==> config.mk <==
export PLATFORM = sky130hd
export DESIGN_NAME = alu_op_sequencer
export DESIGN_NICKNAME = d
export VERILOG_FILES = /design/src/rtl/alu_pkg.sv /design/src/rtl/alu_op_sequencer.sv
export SDC_FILE = /design/constraint.sdc
export NUM_CORES = 1
export LEC_CHECK = 0
export ABC_AREA = 0
export ABC_CLOCK_PERIOD_IN_PS = 4850
export BUFFER_PORTS_ARGS = -buffer_cell sky130_fd_sc_hd__buf_2
export CORE_ASPECT_RATIO = 1.5
export CORE_MARGIN = 1.5
export CORE_UTILIZATION = 38
export CTS_CLUSTER_DIAMETER = 50
export DETAILED_ROUTE_END_ITERATION = 12
export PLACE_DENSITY = 0.69
export SLEW_MARGIN = 20
export SYNTH_ARGS = -nofsm -noshare
export SYNTH_HDL_FRONTEND = slang
export SYNTH_SLANG_ARGS = --single-unit
==> constraint.sdc <==
create_clock -name clk -period 4.85 [get_ports clk]
set_clock_uncertainty 0.1 [all_clocks]
set_input_delay 0.2425 -clock clk [delete_from_list [all_inputs] [get_ports clk]]
set_output_delay 0.2425 -clock clk [all_outputs]
set_load 0.03 [all_outputs]
==> src/rtl/alu_pkg.sv <==
// Shared definitions for the ALU op sequencer: function codes, FSM states,
// and small op-decode helpers.
package alu_pkg;

  // ALU function select codes
  localparam logic [4:0] FS_CLR  = 5'd0;
  localparam logic [4:0] FS_ADD  = 5'd1;
  localparam logic [4:0] FS_SUB  = 5'd2;
  localparam logic [4:0] FS_DEC  = 5'd3;
  localparam logic [4:0] FS_NEG  = 5'd4;
  localparam logic [4:0] FS_XOR  = 5'd5;
  localparam logic [4:0] FS_ADDC = 5'd6;
  localparam logic [4:0] FS_INC  = 5'd7;
  localparam logic [4:0] FS_SET  = 5'd8;
  localparam logic [4:0] FS_NOT  = 5'd9;
  localparam logic [4:0] FS_AND  = 5'd10;
  localparam logic [4:0] FS_OR   = 5'd11;
  localparam logic [4:0] FS_MOVA = 5'd12;
  localparam logic [4:0] FS_SHR  = 5'd13;
  localparam logic [4:0] FS_SHL  = 5'd14;
  localparam logic [4:0] FS_ASHR = 5'd15;
  localparam logic [4:0] FS_MOVB = 5'd16;

  // First code that the ALU does not implement; everything at or above is illegal
  localparam logic [4:0] FS_ILLEGAL_MIN = 5'd17;

  typedef enum logic [1:0] {
    ST_IDLE  = 2'd0,
    ST_EXEC  = 2'd1,
    ST_SHIFT = 2'd2,
    ST_DONE  = 2'd3
  } alu_state_t;

  // Single-bit shift ops that get expanded into repeated ALU passes
  function automatic logic is_shift(input logic [4:0] op);
    return (op == FS_SHR) || (op == FS_SHL) || (op == FS_ASHR);
  endfunction

  // Arithmetic ops whose carry-out is architecturally visible
  function automatic logic writes_carry(input logic [4:0] op);
    return (op == FS_ADD) || (op == FS_SUB) || (op == FS_DEC) ||
           (op == FS_NEG) || (op == FS_ADDC) || (op == FS_INC);
  endfunction

  function automatic logic is_illegal(input logic [4:0] op);
    return op >= FS_ILLEGAL_MIN;
  endfunction

endpackage

==> src/rtl/alu_op_sequencer.sv <==
// Sequences an external ALU for the decode stage: one request at a time,
// owns the architectural carry, expands multi-bit shifts into single-bit
// ALU passes, and returns the result.
//
// Handshakes: a transfer happens on a rising clk edge where valid && ready are
// both high. Once valid is raised its payload is held until that edge;
// ready may be raised or dropped freely and carries no obligation by itself.
import alu_pkg::*;

module alu_op_sequencer #(
  parameter int N       = 16,
  parameter int SHAMT_W = 4
) (
  input  logic               clk,
  input  logic               reset,
  input  logic               req_valid,
  output logic               req_ready,
  input  logic [4:0]         req_op,
  input  logic [N-1:0]       req_a,
  input  logic [N-1:0]       req_b,
  input  logic [SHAMT_W-1:0] req_shamt,
  input  logic               carry_clr,
  output logic [4:0]         alu_fs,
  output logic [N-1:0]       alu_a,
  output logic [N-1:0]       alu_b,
  output logic               alu_cin,
  input  logic [N-1:0]       alu_fout,
  input  logic [3:0]         alu_status,
  input  logic               alu_cout,
  output logic               rsp_valid,
  input  logic               rsp_ready,
  output logic [N-1:0]       rsp_data,
  output logic [3:0]         rsp_status,
  output logic               rsp_err,
  output logic               carry_q,
  output logic               busy,
  output alu_state_t         state_dbg
);

  alu_state_t         state;
  alu_state_t         state_nxt;
  logic [4:0]         op_q;
  logic [N-1:0]       a_q;     // operand A, and the running accumulator while shifting
  logic [N-1:0]       b_q;
  logic [SHAMT_W-1:0] cnt_q;   // remaining single-bit shift passes

  logic accept;
  logic shift_zero;

  assign accept     = (state == ST_IDLE) && req_valid;
  assign shift_zero = is_shift(req_op) && (req_shamt == '0);
  assign busy       = (state != ST_IDLE);
  assign state_dbg  = state;

  // State register
  always_ff @(posedge clk or posedge reset) begin
    if (reset) state <= ST_IDLE;
    else       state <= state_nxt;
  end

  // Next-state decode and ALU / handshake output drive
  always_comb begin
    state_nxt = state;
    req_ready = 1'b0;
    rsp_valid = 1'b0;
    alu_fs    = FS_CLR;
    alu_a     = '0;
    alu_b     = '0;
    alu_cin   = 1'b0;
    case (state)
      ST_IDLE: begin
        req_ready = 1'b1;
        if (req_valid) begin
          if (is_illegal(req_op))                             state_nxt = ST_DONE;
          else if (is_shift(req_op) && (req_shamt != '0))     state_nxt = ST_SHIFT;
          else                                                state_nxt = ST_EXEC;
        end
      end
      ST_EXEC: begin
        alu_fs    = op_q;
        alu_a     = a_q;
        alu_b     = b_q;
        alu_cin   = (op_q == FS_ADDC) ? carry_q : 1'b0;
        state_nxt = ST_DONE;
      end
      ST_SHIFT: begin
        alu_fs = op_q;
        alu_a  = a_q;
        alu_b  = b_q;
        if (cnt_q == SHAMT_W'(1)) state_nxt = ST_DONE;
      end
      ST_DONE: begin
        rsp_valid = 1'b1;
        if (rsp_ready) state_nxt = ST_IDLE;
      end
      default: state_nxt = ST_IDLE;
    endcase
  end

  // Request latch, shift accumulator/counter and result capture
  always_ff @(posedge clk or posedge reset) begin
    if (reset) begin
      op_q       <= FS_CLR;
      a_q        <= '0;
      b_q        <= '0;
      cnt_q      <= '0;
      rsp_data   <= '0;
      rsp_status <= '0;
      rsp_err    <= 1'b0;
    end else begin
      case (state)
        ST_IDLE: begin
          if (accept) begin
            // A zero-place shift is just a pass-through of A
            op_q  <= shift_zero ? FS_MOVA : req_op;
            a_q   <= req_a;
            b_q   <= req_b;
            cnt_q <= req_shamt;
            if (is_illegal(req_op)) begin
              rsp_err    <= 1'b1;
              rsp_data   <= '0;
              rsp_status <= '0;
            end else begin
              rsp_err <= 1'b0;
            end
          end
        end
        ST_EXEC: begin
          rsp_data   <= alu_fout;
          rsp_status <= alu_status;
        end
        ST_SHIFT: begin
          a_q   <= alu_fout;
          cnt_q <= cnt_q - SHAMT_W'(1);
          if (cnt_q == SHAMT_W'(1)) begin
            rsp_data   <= alu_fout;
            rsp_status <= alu_status;
          end
        end
        default: ;
      endcase
    end
  end

  // Architectural carry: written only by arithmetic ops in EXEC; clear wins
  always_ff @(posedge clk or posedge reset) begin
    if (reset)                                      carry_q <= 1'b0;
    else if (carry_clr)                             carry_q <= 1'b0;
    else if ((state == ST_EXEC) && writes_carry(op_q)) carry_q <= alu_cout;
  end

endmodule

==> impl_summary.log <==
INFO  metric status = completed
INFO  metric crit_required = 4.51 ns
INFO  metric critPathMaxFanout = 59
INFO  metric post_drt_via_cell_ratio = 4.68
INFO  metric synth_mux_area_share = 18.8%
INFO  metric grt_antenna_before_repair = 0
INFO  metric finalHoldViolations = 0
INFO  metric yosysTopAreaCellShare = 49.7%
INFO  metric cp_cell_sequence = inv_1 > ha_2 > and2_1 > buf_2
INFO  metric gp_routability_congestion = 0.711
INFO  metric clk_root_buffer_cell = sky130_fd_sc_hd__clkbuf_16
INFO  metric syn_inst = 312
INFO  metric hold_path.class = input port to asynchronous set/reset pin
INFO  metric synth_area_in_xor_xnor = 0.268%
INFO  metric first_global_vias = 2,499
INFO  metric globalRouteTotalUtil = 16.4%
INFO  metric fin_tns_setup = 0 ns
INFO  metric timing.critical_path.slowest_cell_delay = 0.92 ns
INFO  metric regArea = 1630 um2
INFO  metric nNetsFinal = 514
INFO  metric route.detailed.wl_per_inst = 12.9 um
INFO  metric cp_data_arrival_time = 2.22 ns
INFO  metric floorplan.core_area = 8410 um2
INFO  metric worstSkewPairLatency = 0.32 ns
INFO  metric crit_slowest_cell = sky130_fd_sc_hd__ha_2
INFO  metric cts-buffers-inserted = 9
INFO  metric crit_buf_inv = 2
INFO  metric ys_async_sr_fraction = 100%
INFO  metric wire_length_of_the_first_global_routing_pass = 11.5 mm
INFO  metric synth_top_cell_by_area = sky130_fd_sc_hd__dfrtp_1
INFO  metric layout_worst_path_cycle_share = 52.9%
INFO  metric synth_nets = 386
INFO  metric type_of_the_worst_setup_path = flop to primary output
INFO  metric finalSetupViolCount = 0
INFO  metric numClockSinks = 65
INFO  metric layout_setup_ws = 2.29 ns
INFO  metric final_layout_size_suffix_gt1_share = 39.2%
INFO  metric routed_wl = 7.12 mm
INFO  metric design.die.area = 9190 um2
INFO  metric synth.avg_cell_area = 10.5 um2
INFO  metric die_y = 117 um
INFO  metric postCtsSetupRepairBufs = 0
INFO  metric post_synth_num_cell_types = 33
INFO  metric antennaDiodeCount = 0
INFO  metric htreeDepth = 3
INFO  metric period_minus_slack = 2.56 ns
INFO  metric critical-path-top-delay-family = adder cells
INFO  metric synthToLayoutAreaGrowth = 31.4%
INFO  metric post_synth_most_frequent_cells = sky130_fd_sc_hd__dfrtp_1, sky130_fd_sc_hd__nand2_1, sky130_fd_sc_hd__mux2i_1
INFO  metric register_bit_count_reported_by_yosys = 65
INFO  metric max_cap_viol_count = 0
INFO  metric drtIter0Drc = 68
INFO  metric total_power = 3.63 mW
INFO  metric number_of_hold_buffers_added_after_cts = 1
INFO  metric worst_hold_slack = 0.0468 ns
INFO  metric timing.critical_path.from = state_dbg[0]$_DFFE_PP0P_
INFO  metric postCtsResizedCells = 0
INFO  metric floorplan.initialDensity = 38.9%
INFO  metric clk_transition_reported_paths = 0.05 ns
INFO  metric synth_flop_cell = sky130_fd_sc_hd__dfrtp_1
INFO  metric core.rowCount = 41
INFO  metric port-buffer-count = 131
INFO  metric cp.depth = 4
INFO  metric grt_setup_unrepaired = false
INFO  metric timing.critical_path.to_type = primary output
INFO  metric critical_path.startpoint_type = flop
INFO  metric place_hpwl = 5.12 mm
INFO  metric synth-adder-area-share = 2.68%
INFO  metric maxSlewViolCount = 0
INFO  metric clock_tree_from_tritoncts = built
INFO  metric multiInputGateArea = 1470 um2
INFO  metric synth_top_family_by_area = multiplexers
INFO  metric floorplan.io_pins = 132
INFO  metric via_count_of_the_routed_design = 2,579
INFO  metric worst_pin_slew = 0.945 ns
INFO  metric clock_path_buffers = 2
INFO  metric synth_compound_gate_area_share = 7.00%
INFO  metric detailedPlace.worstSlack = 2.26 ns
INFO  metric synth.most_common_cell = sky130_fd_sc_hd__dfrtp_1
INFO  metric relSlewSlack = 35.7%
INFO  metric die_width = 78.8 um
INFO  metric synthTopCellsByArea = sky130_fd_sc_hd__dfrtp_1, sky130_fd_sc_hd__mux2i_1, sky130_fd_sc_hd__and2_1
INFO  metric vdd_ir_drop_max = 0.486 mV
INFO  metric postRouteAntennaNets = 0
INFO  metric grt_start_max_net_pins = 66
INFO  metric synth.yosys.warnings = 0
INFO  metric grt-ovfl-total = 0
INFO  metric worst_r2r_startpoint = state_dbg[0]$_DFFE_PP0P_
INFO  metric worst_r2r_path_depth = 5
INFO  metric timing.fmax = 390 MHz
INFO  metric postLayoutCellArea = 4300 um2
INFO  metric drc = 0
INFO  metric share_of_synthesized_cell_area_in_and_or_nand_and_nor_gates = 15.6%
INFO  metric synth_edf_count = 0
INFO  metric fillerInstances = 810
INFO  metric power_density = 845 nW/um2
INFO  metric detailedRoute.firstPassIterationCount = 4
INFO  metric synth.cell_area = 3270 um2
INFO  metric placed_area = 3990 um2
INFO  metric ys_seq_area_share = 49.7%
INFO  metric static-leakage-power = 2.27 nW
[metal layers]
layer  vias up  routed length (um)  track usage [%]
li1       1277                   -                -
met4         0                 147             9.64
met2        89                3650             27.9
met3        11                 363             3.28
met5         -                   0                0
met1      1202                2960             19.0
[worst reg2reg max path, cell delays in order, from the launching register on]
cell,delay (ns)
sky130_fd_sc_hd__dfrtp_1,0.42
sky130_fd_sc_hd__inv_1,0.12
sky130_fd_sc_hd__ha_1,0.63
sky130_fd_sc_hd__o21ai_0,0.31
sky130_fd_sc_hd__nand3_2,0.58
sky130_fd_sc_hd__mux2i_1,0.28
[registers in the layout, summed over array words and instances, names as in the netlist]
name	flops
state_dbg	2
carry_q	1
rsp_data	16
rsp_err	1
a_q	16
rsp_status	4
cnt_q	4
op_q	5
b_q	16
[cell families after synthesis]
| group | Yosys count |
|---|---|
| AO/OA/AOI/OAI | 35 |
| multiplexers | 59 |
| adder cells (fa/ha/maj) | 7 |
| XOR/XNOR | 1 |
| AND/OR/NAND/NOR | 102 |
| flip-flops | 65 |
| buffers and inverters | 43 |
[layout make-up]
type / count / area share [%]
Timing Repair Buffer: 134 / 15.8
Tap cell: 107 / 3.11
Multi-Input combinational cell: 204 / 34.1
Inverter: 26 / 2.27
Clock buffer: 12 / 5.96
Sequential cell: 65 / 37.8
Clock inverter: 3 / 0.931
[power breakdown]
part	switching (mW)	internal (mW)
combinational	1.32	0.729
clock	0.216	0.421
sequential	0.139	0.806
[per-stage QoR]
stage               cells  utilization (%)
floorplan             312                -
detailed placement    535             47.5
CTS                   551             51.1
global route          551             51.1
global placement      535             47.5
finish                551             51.1
[final timing paths]
| kind | to | slack [ns] |
|---|---|---|
| min reg2reg | a_q[2]$_DFFE_PP0P_ | 0.37 |
| max in group asynchronous | b_q[5]$_DFFE_PP0P_ | 4.07 |
| max | alu_a[14] | 2.29 |
| max reg2reg | rsp_data[3]$_DFFE_PP0P_ | 2.31 |
| min | b_q[6]$_DFFE_PP0P_ | 0.05 |
| min in group clk | b_q[13]$_DFFE_PP0P_ | 0.05 |
[layout by cell type (no fill, tap or decap), types with 2 or more instances in the layout]
cell and count:
sky130_fd_sc_hd__nor2_1 8, sky130_fd_sc_hd__mux2_2 20, sky130_fd_sc_hd__nor4_1 2, sky130_fd_sc_hd__buf_4 2, sky130_fd_sc_hd__o21ai_0 21, sky130_fd_sc_hd__dfrtp_1 65, sky130_fd_sc_hd__ha_1 6, sky130_fd_sc_hd__a21oi_1 3
sky130_fd_sc_hd__clkinv_2 2, sky130_fd_sc_hd__o22a_1 2, sky130_fd_sc_hd__nand2_1 45, sky130_fd_sc_hd__inv_1 25, sky130_fd_sc_hd__nand2b_1 4, sky130_fd_sc_hd__clkbuf_16 9, sky130_fd_sc_hd__and2_1 37, sky130_fd_sc_hd__clkbuf_8 2
sky130_fd_sc_hd__mux2i_1 38, sky130_fd_sc_hd__buf_2 131
Note: power is estimated with default switching activity, not from simulation.
